===== config.mk =====
export PLATFORM = sky130hd
export DESIGN_NAME = bus_arbiter_4
export DESIGN_NICKNAME = d
export VERILOG_FILES = /design/src/rtl/bus_arbiter_4.sv
export SDC_FILE = /design/constraint.sdc
export NUM_CORES = 1
export LEC_CHECK = 0
export CAP_MARGIN = 15
export CORE_UTILIZATION = 36
export CTS_CLUSTER_DIAMETER = 40
export DETAILED_ROUTE_END_ITERATION = 8
export GPL_ROUTABILITY_DRIVEN = 0
export SLEW_MARGIN = 20
export SYNTH_ARGS = -nofsm -noshare
export SYNTH_HDL_FRONTEND = slang
export SYNTH_SLANG_ARGS = --single-unit

===== constraint.sdc =====
create_clock -name clk -period 2.15 [get_ports clk]
set_input_delay 0.3225 -clock clk [delete_from_list [all_inputs] [get_ports clk]]
set_output_delay 0.3225 -clock clk [all_outputs]
set_load 0.05 [all_outputs]

===== src/rtl/bus_arbiter_4.sv =====
// Round-robin arbiter: four masters share one slave port.
// A grant is held until the slave acks or the timeout expires. At least one
// IDLE cycle separates consecutive grants.
module bus_arbiter_4 #(
  parameter int CNT_W   = 8,
  parameter int TIMEOUT = 255
) (
  input  logic       clk,
  input  logic       reset,
  input  logic [3:0] m_req,
  input  logic       s_ack,
  output logic [3:0] gnt,
  output logic [1:0] sel,
  output logic       s_valid,
  output logic [3:0] m_done,
  output logic [3:0] m_err
);

  // TIMEOUT == 0 means the abort path is never taken.
  localparam bit               TO_EN   = (TIMEOUT != 0);
  localparam logic [CNT_W-1:0] TO_LAST = CNT_W'((TIMEOUT == 0) ? 0 : TIMEOUT - 1);

  typedef enum logic {IDLE, BUSY} state_t;

  state_t           state_q, state_d;
  logic [3:0]       gnt_d, done_d, err_d;
  logic [1:0]       sel_d, ptr_q, ptr_d;
  logic             vld_d;
  logic [CNT_W-1:0] cnt_q, cnt_d;

  logic             found;
  logic [1:0]       pick, idx;

  // Round-robin search: ptr+1, ptr+2, ptr+3, then ptr itself.
  always_comb begin
    found = 1'b0;
    pick  = ptr_q;
    idx   = '0;
    for (int k = 1; k <= 4; k++) begin
      idx = ptr_q + k[1:0];
      if (!found && m_req[idx]) begin
        found = 1'b1;
        pick  = idx;
      end
    end
  end

  // Next-state and next-output logic; all outputs leave through registers.
  always_comb begin
    state_d = state_q;
    gnt_d   = gnt;
    sel_d   = sel;
    vld_d   = s_valid;
    done_d  = '0;
    err_d   = '0;
    cnt_d   = cnt_q;
    ptr_d   = ptr_q;
    unique case (state_q)
      IDLE: begin
        gnt_d = '0;
        vld_d = 1'b0;
        if (found) begin
          state_d = BUSY;
          gnt_d   = 4'b0001 << pick;
          sel_d   = pick;
          vld_d   = 1'b1;
          cnt_d   = '0;
        end
      end
      BUSY: begin
        // Ack takes precedence over a timeout landing in the same cycle.
        if (s_ack) begin
          state_d     = IDLE;
          gnt_d       = '0;
          vld_d       = 1'b0;
          done_d[sel] = 1'b1;
          ptr_d       = sel;
        end else if (TO_EN && cnt_q == TO_LAST) begin
          state_d    = IDLE;
          gnt_d      = '0;
          vld_d      = 1'b0;
          err_d[sel] = 1'b1;
          ptr_d      = sel;
        end else begin
          cnt_d = cnt_q + 1'b1;
        end
      end
      default: state_d = IDLE;
    endcase
  end

  // State and output registers; reset clears everything immediately.
  always_ff @(posedge clk or negedge reset) begin
    if (!reset) begin
      state_q <= IDLE;
      gnt     <= '0;
      sel     <= '0;
      s_valid <= 1'b0;
      m_done  <= '0;
      m_err   <= '0;
      cnt_q   <= '0;
      ptr_q   <= 2'd3;
    end else begin
      state_q <= state_d;
      gnt     <= gnt_d;
      sel     <= sel_d;
      s_valid <= vld_d;
      m_done  <= done_d;
      m_err   <= err_d;
      cnt_q   <= cnt_d;
      ptr_q   <= ptr_d;
    end
  end

endmodule


==> flow_summary.ini <==
[run_status]
outcome = finished, final reports clean

[placement]
detailedPlace.worstSlack_ns = 0.207
place.detailed.instances = 173
place.detailed.hpwl_mm = 1.57
placement.io_buffers = 21

[yosys]
post_synth_xor_area_fraction_pct = 1.52
synth_simple_gate_area_share_pct = 21.1
yosys.area.top_type_share_pct = 52.2
postSynthAreaPerCell_um2 = 10.8
yosysSeqAreaShare_pct = 56.7
synth_edf_count = 0
yosys_register_bits = 26
synth_cell_type_count = 33
asyncSetResetFlopFracSynth_pct = 100
synth_ff_type = dfrtp_1
syn-instance-count = 107
synthesis.yosys.warnings = 0
yosys.area.top_type = dfrtp_1
synthAdderAreaFrac_pct = 2.17
synthTopCellsByArea = dfrtp_1 52%, dfstp_2 4.6%, nand2_1 4.6%, o21ai_0 3.5%, nor2_1 3.3%
synth_compound_area_share_pct = 13.5
synth.net_count = 116
multiplexer_share_of_the_synthesized_area_pct = 3.70
synth_area_um2 = 1150
combinational_family_with_the_most_area_after_synthesis = simple AND/OR/NAND/NOR gates

[critical_path]
timing.critical_path.max_delay_family = buffers and inverters
required_ns = 1.83
cp.arrival_ns = 1.64
critPathMaxFanout = 8
timing.rr.start = cnt_q[0]
crit_path_top_delay_cell = clkdlybuf4s50_1
worstSetupEndpointType = output pin
setup_slack_of_the_worst_register_to_register_path_ns = 0.38
cp-start-kind = register
start_to_end_type_of_the_worst_setup_path = register to output pin
reg2reg_capture_point = cnt_q[7]
crit_buf_inv = 1
cp_cell_sequence = clkdlybuf4s50_1
worst_path_largest_cell_delay_ns = 0.84
reg2regPathDepth = 6

[drt]
num_vias = 874
initialDrtViolationCount = 9
via_per_inst = 4.94
first_drt_pass_iteration_count = 4
post_drt_wl_per_cell_um = 12.1
antenna_violating_nets_post_route = 0
finalWirelength_mm = 2.14
drc_errors = 0

[cts]
cts.sink_count = 26
hold_fix_buffers_at_cts = 0
post_cts_buffers = 0
tritoncts_clock_tree = done
worst_skew_pair_later_pin_latency_ns = 0.32
clockRootBuffer = clkbuf_4
cts-root-to-sink-buffers = 2
cts-buffers-inserted = 3
cts-resized-gates = 0
htreeDepth = 1
cts.reportedPaths.clkPinSlew_ns = 0.15

[global_routing]
grt_use_met1_pct = 19.1
met3_usage_pct = 2.86
gr_peak_layer = met2
grt_usage_pct = 14.3
grt_pass1_wl_mm = 3.71
first_global_vias = 843
globalRoute.totalOverflow = 0
grt.met2_usage_pct = 23.8
antenna_found_initial = 0
grt_start_max_net_pins = 27

[die]
initial_core_util_pct = 37.7
placeableCoreArea_um2 = 3050
fp.dieArea_um2 = 3430
top_level_ports = 22
die_x_um = 58.5
die-height_um = 58.5
floorplan.rows = 20

[sta]
final-setup-viol-count = 0
timing.setup.tns_ns = 0
final-hold-violation-count = 0
rsz0062_at_grt = no
period_minus_slack_ns = 1.96
worst_clock_skew_ns = 0.00373
worstMarginPinSlew_ns = 0.496
fin_hold_ws_ns = 0.349
setup_ws_ns = 0.185
timing.max_slew.rel_slack_pct = 66.8
slew_viol_final = 0
min_period_over_period_pct = 91.4
max_freq_mhz = 509

[power]
power.density_nw_per_um2 = 1270
fraction_of_power_spent_switching_nets_pct = 41.4
design_power_total_mw = 1.88
share_clk_of_total_power_pct = 17.9
net-switching-power_uw = 778
vdd_drop_max_mv = 0.764
combinationalPowerShare_pct = 41.7
internal_power_mw = 1.10
seq_power_share_pct = 40.4
power.leakage_nw = 0.628

[layout]
antenna-diode-count = 0
area_growth_pct = 28.3
mostFrequentLayoutCell = dfrtp_1
nets = 143
mostFrequentLayoutCells = 24 x dfrtp_1, 21 x clkdlybuf4s50_1, 14 x nand2_1, 10 x nor2_1, 8 x o21ai_0
drive_above_1_share_pct = 11.3
post_layout_nonfiller_instances = 177

[job]
max_cap_viol_count = 0

[worst_hold_path]
hold_class = input port to async pin
synthesized netlist by cell type (all sizes together), types with 3 or more instances:
master  instances
nand2          14
a21oi           3
nor2           10
dfrtp          24
o31ai           3
nand2b          6
o21ai           9
nand3           4
power groups by stage:
stage,clock [mW],combinational [mW],sequential [mW]
floorplan,0,0.293,0.997
global placement,0,0.786,0.765
detailed placement,0,0.794,0.767
CTS,0.344,0.798,0.761
global route,0.364,0.854,0.784
finish,0.336,0.784,0.758
cells by family (layout without fill, tap and decap cells):
family	Yosys count	in the layout
and+or+nand+nor	47	47
DFF	26	26
AOI/OAI and AO/OA	23	23
muxes	4	4
buffers and inverters	3	29
adders and majority gates	2	2
xor gates and xnor gates	2	2
sequential cells by signal, indices dropped and copies added (netlist names):
name / cells
m_done: 4
gnt: 4
state_q: 1
s_valid: 1
sel: 2
m_err: 4
ptr_q: 2
cnt_q: 8
how the worst max path moves through the flow:
stage / from / endpoint / depth (start not counted)
floorplan: cnt_q[0] / cnt_q[7] / 6
global placement: s_ack / cnt_q[7] / 5
detailed placement: s_ack / cnt_q[7] / 5
CTS: sel[1] / sel[1] / 1
global route: sel[1] / sel[1] / 1
finish: sel[1] / sel[1] / 1
routing by layer:
| layer | up-vias | share of wire (%) |
|---|---|---|
| met2 | 17 | 46 |
| met4 | 0 | 0.42 |
| met3 | 2 | 4.0 |
| met1 | 415 | 50 |
| li1 | 440 | - |
| met5 | - | 0 |
metrics by stage:
step | cell area, µm² | util, %
after detailed placement | 1420 | 46.6
after global routing | 1480 | 48.4
after global placement | 1420 | 46.6
final | 1480 | 48.4
after CTS | 1480 | 48.4
after floorplan | 1150 | -
cell type report:
class / count / area [µm²]
clock buffer: 3 / 22.5
clock inverter: 1 / 30.0
fill: 317 / 1580
inverter: 2 / 7.51
multi-input combinational: 78 / 483
sequential: 26 / 653
tap: 44 / 55.1
timing repair buffer: 23 / 225
No activity file was read; power rests on OpenSTA's default activity.
